[src/rtl/mux_rr_arbiter.sv]
`default_nettype none
// ============================================================================
//  Module   : mux_rr_arbiter
//  Purpose  : Arbiter/sequencer for an 11:1 byte mux. Picks one requester,
//             drives the mux select, registers the selected byte and hands
//             it downstream on a valid/ready handshake, then acks the winner.
//  Options  : MUX_ARB_FIXED_PRIO_EN - defined: lowest set request index wins;
//             undefined (default): round-robin starting after the last winner.
//  Revision : 1.0 - initial release
// ============================================================================
module mux_rr_arbiter #(
  parameter int N_SRC = 11,
  parameter int DW    = 8
) (
  input  logic             clk,
  input  logic             reset_n,
  input  logic [N_SRC-1:0] req,
  input  logic [DW-1:0]    mux_y,
  output logic [3:0]       sel,
  output logic [N_SRC-1:0] grant,
  output logic [N_SRC-1:0] ack,
  output logic [DW-1:0]    out_data,
  output logic             out_valid,
  input  logic             out_ready,
  output logic             busy
);

  typedef enum logic [1:0] {
    ST_IDLE = 2'd0,
    ST_SEL  = 2'd1,
    ST_HOLD = 2'd2
  } state_t;

  state_t           state_q, state_d;
  logic [3:0]       sel_q, sel_d;
  logic [3:0]       ptr_q, ptr_d;
  logic [N_SRC-1:0] grant_q, grant_d;
  logic [N_SRC-1:0] ack_q, ack_d;
  logic [DW-1:0]    out_data_q, out_data_d;
  logic             out_valid_q, out_valid_d;
  logic             busy_q, busy_d;

  logic             win_found;
  logic [3:0]       win_idx;

  // Winner search: scan in reverse preference order so the most preferred
  // set request is the last one written and therefore wins.
  always_comb begin
    int idx;
    win_found = 1'b0;
    win_idx   = 4'd0;
    idx       = 0;
`ifdef MUX_ARB_FIXED_PRIO_EN
    for (int i = N_SRC - 1; i >= 0; i--) begin
      idx = i;
      if (req[idx]) begin
        win_found = 1'b1;
        win_idx   = idx[3:0];
      end
    end
`else
    for (int k = N_SRC; k >= 1; k--) begin
      idx = (int'(ptr_q) + k) % N_SRC;
      if (req[idx]) begin
        win_found = 1'b1;
        win_idx   = idx[3:0];
      end
    end
`endif
  end

  // Next-state and next-output logic for IDLE -> SEL -> HOLD -> IDLE.
  always_comb begin
    state_d     = state_q;
    sel_d       = sel_q;
    ptr_d       = ptr_q;
    grant_d     = grant_q;
    ack_d       = '0;
    out_data_d  = out_data_q;
    out_valid_d = out_valid_q;
    case (state_q)
      ST_IDLE: begin
        if (win_found) begin
          sel_d   = win_idx;
          grant_d = {{(N_SRC-1){1'b0}}, 1'b1} << win_idx;
          state_d = ST_SEL;
        end
      end
      ST_SEL: begin
        // sel has been stable at the mux for a full cycle; capture its output.
        out_data_d  = mux_y;
        out_valid_d = 1'b1;
        state_d     = ST_HOLD;
      end
      ST_HOLD: begin
        if (out_valid_q && out_ready) begin
          out_valid_d = 1'b0;
          ack_d       = grant_q;
          ptr_d       = sel_q;
          grant_d     = '0;
          state_d     = ST_IDLE;
        end
      end
      default: begin
        state_d = ST_IDLE;
      end
    endcase
    busy_d = (state_d != ST_IDLE);
  end

  // State and output registers; ptr resets to 10 so the first search starts at 0.
  always_ff @(posedge clk or negedge reset_n) begin
    if (!reset_n) begin
      state_q     <= ST_IDLE;
      sel_q       <= 4'd0;
      ptr_q       <= 4'd10;
      grant_q     <= '0;
      ack_q       <= '0;
      out_data_q  <= '0;
      out_valid_q <= 1'b0;
      busy_q      <= 1'b0;
    end else begin
      state_q     <= state_d;
      sel_q       <= sel_d;
      ptr_q       <= ptr_d;
      grant_q     <= grant_d;
      ack_q       <= ack_d;
      out_data_q  <= out_data_d;
      out_valid_q <= out_valid_d;
      busy_q      <= busy_d;
    end
  end

  assign sel       = sel_q;
  assign grant     = grant_q;
  assign ack       = ack_q;
  assign out_data  = out_data_q;
  assign out_valid = out_valid_q;
  assign busy      = busy_q;

endmodule
`default_nettype wire

[config.mk]
export PLATFORM = sky130hd
export DESIGN_NAME = mux_rr_arbiter
export DESIGN_NICKNAME = d
export VERILOG_FILES = /design/src/rtl/mux_rr_arbiter.sv
export SDC_FILE = /design/constraint.sdc
export NUM_CORES = 1
export LEC_CHECK = 0
export BUFFER_PORTS_ARGS = -buffer_cell sky130_fd_sc_hd__clkbuf_2
export CORE_MARGIN = 2
export CORE_UTILIZATION = 40
export DETAILED_ROUTE_END_ITERATION = 8
export GPL_TIMING_DRIVEN = 0
export MAX_ROUTING_LAYER = met4
export PLACE_DENSITY = 0.65
export RECOVER_POWER = 100
export SYNTH_ARGS = -nofsm -noshare
export SYNTH_HDL_FRONTEND = slang
export SYNTH_SLANG_ARGS = --single-unit
[constraint.sdc]
create_clock -name clk -period 8.4 [get_ports clk]
set_clock_uncertainty 0.05 [all_clocks]
set_input_delay 1.26 -clock clk [delete_from_list [all_inputs] [get_ports clk]]
set_output_delay 1.26 -clock clk [all_outputs]
set_load 0.02 [all_outputs]
# After elaboration in Yosys (flattened, before gate mapping)
# Cells that the tools add are included.
classes:
  n_addsub: 11
  div_mod_pow: 11
  magnitude_cmp: 11
  eq_ne: 4
  shifts: 1
  mux: 65
  n_reduce_logical: 9
ops:
  columns: ["op", "n"]
  rows:
  - ["32-bit by 6-bit < comparator with 1-bit output, second input constant", 11]
  - ["32-bit by 5-bit remainder unit with 32-bit output, second input constant", 11]
  - ["1-bit binary-select mux with 4-bit select", 11]
  - ["11-bit two-way mux", 4]
  - ["4-bit two-way mux", 11]
  - ["1-bit two-way mux", 34]
  - ["11-bit one-hot mux with 2 select lines", 1]
  - ["4-bit by 3-bit adder with 5-bit output, second input constant", 4]
  - ["4-bit by 4-bit adder with 5-bit output, second input constant", 4]
  - ["1-bit by 4-bit << shifter with 11-bit output, first input constant", 1]
  - ["4-bit by 2-bit adder with 5-bit output, second input constant", 2]
  - ["2-bit one-hot mux with 3 select lines", 1]
  - ["2-bit AND reduction", 3]
  - ["2-bit nonzero test", 3]
  - ["4-bit by 1-bit adder with 5-bit output, second input constant", 1]
  - ["2-bit two-way mux", 2]
  - ["2-bit != test, second input constant", 2]
  - ["3-bit AND reduction", 1]
  - ["2-bit by 1-bit equality test with 1-bit output, second input constant", 1]
  - ["2-bit equality test, second input constant", 1]
  - ["2-bit logical NOT", 1]
  - ["1-bit one-hot mux with 2 select lines", 1]
  - ["1-bit logical AND", 1]
word_totals:
  regBits: 42
  in_bits: 22
  out_inout_bits: 36
  wordCells: 120

# Depth between registers and ports, before layout
logic_depth:
  depth_word: 19
  ltp_mapped: 29
  depth_no_buf: 21

# Least setup slack after synthesis
# Ideal clock, no wire load.
synth_timing:
  path_kind: "reg-to-reg"
  start: "reg ptr_q[0]"
  end: "reg grant_q[6], in the netlist grant[6]"
  setup_ns: 0.122
  arrival_time_ns: 6.389
  required_time_ns: 8.228
  setup_slack_ns: 1.840
  stages_incl_launch_ff: 26
  n_path_buf: 7
  synth_period_minus_slack_ns: 6.560
  cell_sequence: "dfrtp_1 buf_6 clkbuf_1 inv_1 clkbuf_1 buf_1 buf_1 ha_1 clkbuf_1 inv_1 clkbuf_1 ha_1 a21oi_1 a21oi_1 xnor2_1 inv_2 ha_1 a2111o_1 a31oi_4 mux2i_1 nand3_1 a31oi_1 o21ai_0 o221a_1 a211o_1 a32o_1"
synth_between:
  elab_chain_cells: 19
  word_cells_on_any_way: 82
  classes_between: "add/sub (11); div (11); eq/ne (1); shift (1); mux (57); reduce/logical (1)"
synth_rtl:
  columns: ["item", "line_no", "rtl"]
  rows:
  - ["start, declared", "36", "logic [3:0] ptr_q, ptr_d;"]
  - ["start signal, assigned", "125", "ptr_q <= ptr_d;"]
  - ["4-bit by 4-bit adder with 5-bit output", "63", "idx = (int'(ptr_q) + k) % N_SRC;"]
  - ["32-bit by 5-bit remainder unit with 32-bit output", "63", null]
  - ["1-bit binary-select mux with 4-bit select", "64", "if (req[idx]) begin"]
  - ["1-bit two-way mux (not written as such) (2 in a row)", "64", null]
  - ["4-bit two-way mux (11 in a row)", "64", null]
  - ["1-bit by 4-bit << shifter with 11-bit output", "85", "grant_d = {{(N_SRC-1){1'b0}}, 1'b1} << win_idx;"]
  - ["11-bit two-way mux", "83", "if (win_found) begin"]
  - ["11-bit one-hot mux with 2 select lines", "81", "case (state_q)"]
  - ["end signal, assigned", "126", "grant_q <= grant_d;"]
  - ["end, declared", "37", "logic [N_SRC-1:0] grant_q, grant_d;"]
# Parallel ways exist; a longest one is shown, timed or not. The select of a mux whose other input is x is not followed.
# A chain may end at the register's enable or synchronous reset.

# Worst setup path in the final report
layout_timing:
  start: "reg ptr_q[0]"
  end: "reg grant_q[4], in the netlist grant[4]"
# The elaborated chain is that of the path after synthesis.

==> impl_metrics.py <==
metrics = {
    "route": {
        "num_vias": 9789,
        "detail_route.first_pass.iterations": 6,
        "routedWlPerCell_um": 23.2,
        "met2_wirelength_um": 14600,
        "drt-initial-drc-count": 1014,
        "final_antenna_net_count": 0,
        "top_layer_used": "met4",
        "route.detailed.drc": 0,
        "routed_wirelength_um": 33900,
        "detail_route.vias_per_cell": 6.69,
        "wirelength_met1_um": 14400,
        "total_length_of_routed_met3_wires_um": 3330,
    },
    "hold_path": {
        "timing.hold.worst.class": "flip-flop to flip-flop",
    },
    "global_route": {
        "grt_usage_pct": 30.4,
        "grt.overflow.total": 0,
        "grt_max_degree": 43,
        "grt_antenna_before_repair": 0,
        "grt_first_pass_wirelength_um": 51200,
        "via_count_of_the_first_global_routing_pass": 8910,
    },
    "run_status": {
        "result_of_the_run": "complete, but fails checks",
        "violations": "capacitance limit, slew limit",
    },
    "placement": {
        "place_congestion": 1.05,
        "numPortBuffers": 55,
        "place_hpwl_um": 26000,
    },
    "die": {
        "core_area_sq_mm": 0.0210,
        "ioPinCount": 58,
        "floorplan.die.width_um": 150,
        "core.rowCount": 53,
        "die_h_um": 150,
        "initial_utilization_pct": 40.6,
        "die_area_sq_mm": 0.0224,
    },
    "worst_setup_path": {
        "type_of_destination_of_the_critical_path": "flip-flop",
        "worstSetupPathType": "flip-flop to flip-flop",
        "worst_r2r_startpoint": "ptr_q[0]",
        "critical_path.startpoint_type": "flip-flop",
        "worstPathRequired_ps": 8570,
        "worstSetupEndpoint": "grant[4]",
        "critical_path.reg2reg.endpoint": "grant[4]",
        "regToRegSetupSlack_ps": 300,
        "arrival_time_of_data_at_the_critical_path_endpoint_ps": 8270,
        "critical_path.startpoint": "ptr_q[0]",
        "crit_fanout": 11,
        "r2r.worst_path.cells": 24,
    },
    "logic_synthesis": {
        "synth_top_area_share_pct": 11.8,
        "synth_top_cells_by_count": "nand2_1 (91), a21oi_1 (79), nor2_1 (74)",
        "synth.area.top_cells": "dfrtp_1 (12%), mux2i_1 (7.1%), ha_1 (6.6%), a21oi_1 (4.7%), nand2_1 (4.0%)",
        "synth_simple_gate_area_share_pct": 22.3,
        "synth-edff-count": 0,
        "yosys.area.top_type": "dfrtp_1",
        "asr_flop_ratio_synth_pct": 100,
        "yosys-mux-area-fraction_pct": 13.1,
        "synth-compound-area-share_pct": 35.4,
        "syn-instance-count": 1121,
        "mappedNetlistArea_sq_mm": 0.00850,
        "yosys_most_used_dff": "dfrtp_1",
        "adder_cell_fraction_of_synth_area_pct": 6.62,
        "synth_cell_types": 113,
        "synth.most_common_cell": "nand2_1",
        "yosysWarningCount": 0,
        "synth-xor-area-share_pct": 4.18,
        "ys_seq_elements": 42,
        "synth_area_per_cell_sq_um": 7.58,
        "post_synthesis_sequential_area_ratio_pct": 12.4,
        "synth_nets": 1188,
        "dominant_combinational_cell_family_by_area_after_synthesis": "compound AO/OA/AOI/OAI gates",
    },
    "timing": {
        "grt_setup_unrepaired": "false",
        "clock.fmax_ghz": 0.124,
        "report.final.hold_viol_count": 0,
        "min_period_over_period_pct": 96.4,
        "slew_violations": 43,
        "setup_viol_count_final": 0,
        "period_minus_slack_ps": 8100,
        "worst_slew_margin_rel_pct": -48.5,
        "worst-slew-pin-transition_ps": 2230,
    },
    "clocking": {
        "cts-root-buf": "clkbuf_16",
        "cts.sinks": 42,
        "max-clock-path-buffers": 2,
        "tritoncts": "yes",
        "cts.reportedPaths.clkPinSlew_ps": 60,
        "ctsHtreeMaxLevel": 2,
        "cts-hold-fix-buffers": 0,
        "insertion_delay_ps": 290,
        "cts_made_buffers": 5,
    },
    "layout": {
        "drive_gt1_share_pct": 12.0,
        "layout.core_utilization_pct": 44.4,
        "area.growth.synth_to_final_pct": 9.39,
        "final_net_count": 1253,
    },
    "flow_run": {
        "max-cap-violations": 1,
    },
}
==> what timing repair did <==
item | 4_1_cts | 5_1_grt
hold endpoints to repair | 0 | 0
buffers inserted | 0 | 4
gates resized for setup | 8 | 8
setup endpoints to repair | 17 | 16
cloned | 0 | 0
==> metrics by stage <==
stage	cells	worst slack, ps	hold slack (ps)	instance area, sq um	setup TNS (ps)
after floorplan	1121	1840	549	8500	0
after global routing	1462	83.9	470	9300	0
after detailed placement	1451	-1280	443	9120	-20260
after global placement	1451	-1300	437	9120	-20670
final	1463	305	457	9300	0
after CTS	1458	182	461	9310	0
==> state kept, by name (all words and copies together) (netlist names) <==
name / flops
ack: 11
busy: 1
grant: 11
out_data: 8
out_valid: 1
ptr_q: 4
sel: 4
state_q: 2
==> per-layer routing <==
layer,track usage [%],up-vias
met1,40.8,4618
met4,13.6,0
met3,4.54,119
li1,-,4420
met2,45.1,632
met5,-,-
==> layout by cell type (no fill, tap or decap), types with 8 or more instances in the layout <==
cell        n
inv_1      40
nand3_1    40
a31oi_1    21
a21oi_1    79
xnor2_1    28
mux4_2      9
nand2b_1   26
a21o_1     11
o211ai_1   22
mux2i_1    59
nor2b_1    25
buf_1       9
o21a_1     12
a211o_1    10
o22ai_1    14
a221oi_1   13
nor2_1     74
mux2_2     24
nand2_1    91
and2_1     10
o2111ai_1   9
clkbuf_1   80
a211oi_1   16
a32o_1      8
dfrtp_1    39
o31ai_1    12
buf_2      12
nor3_1     22
clkbuf_2   26
buf_4       9
o21ai_1    11
and2_0     10
ha_1       44
o21ai_0    57
==> area by class of cell <==
type                            count  area (sq um)
Fill cell                        2160         11700
Multi-Input combinational cell    953          6940
Sequential cell                    42          1050
Buffer                             78           344
Tap cell                          275           344
Timing Repair Buffer               59           259
Inverter                           47           183
Clock buffer                        5           125
Clock inverter                      3          43.8
Antenna cell                        1          2.50
==> worst max-delay path, stage by stage, from the launching register on <==
cell and delay (ps):
dfrtp_2 640, buf_6 210, clkbuf_2 360, clkinvlp_4 310, buf_2 300, buf_2 300, ha_2 420, clkbuf_2 280
inv_1 220, clkbuf_2 290, ha_1 280, a21oi_2 290, a21oi_1 170, xnor2_2 400, inv_2 150, ha_1 290
nor3_1 330, o21ai_2 230, mux2_1 360, a221oi_1 600, a211oi_2 260, o2111a_1 170, o221a_1 280, a211oi_2 530
a32o_1 270
==> cell families (layout without fill, tap and decap cells) <==
group | after synthesis | after routing
AOI/OAI and AO/OA | 410 | 410
xor gates and xnor gates | 35 | 35
buffers and inverters | 126 | 192
and+or+nand+nor | 367 | 367
adders and majority gates | 45 | 45
muxes | 96 | 96
DFF | 42 | 42
other | 0 | 1
==> worst min path at each step <==
stage,to,from,cells after the start
final,out_data[3],out_data[3],1
after global routing,out_data[3],out_data[3],1
after global placement,out_data[3],out_data[3],1
after detailed placement,sel[2],sel[2],1
after floorplan,ptr_q[1],sel[1],2
after CTS,out_data[3],out_data[3],1
Power is left out: the tool's default activity adds up to more than one toggle a clock period on the data nets, which glitch-free logic cannot reach.
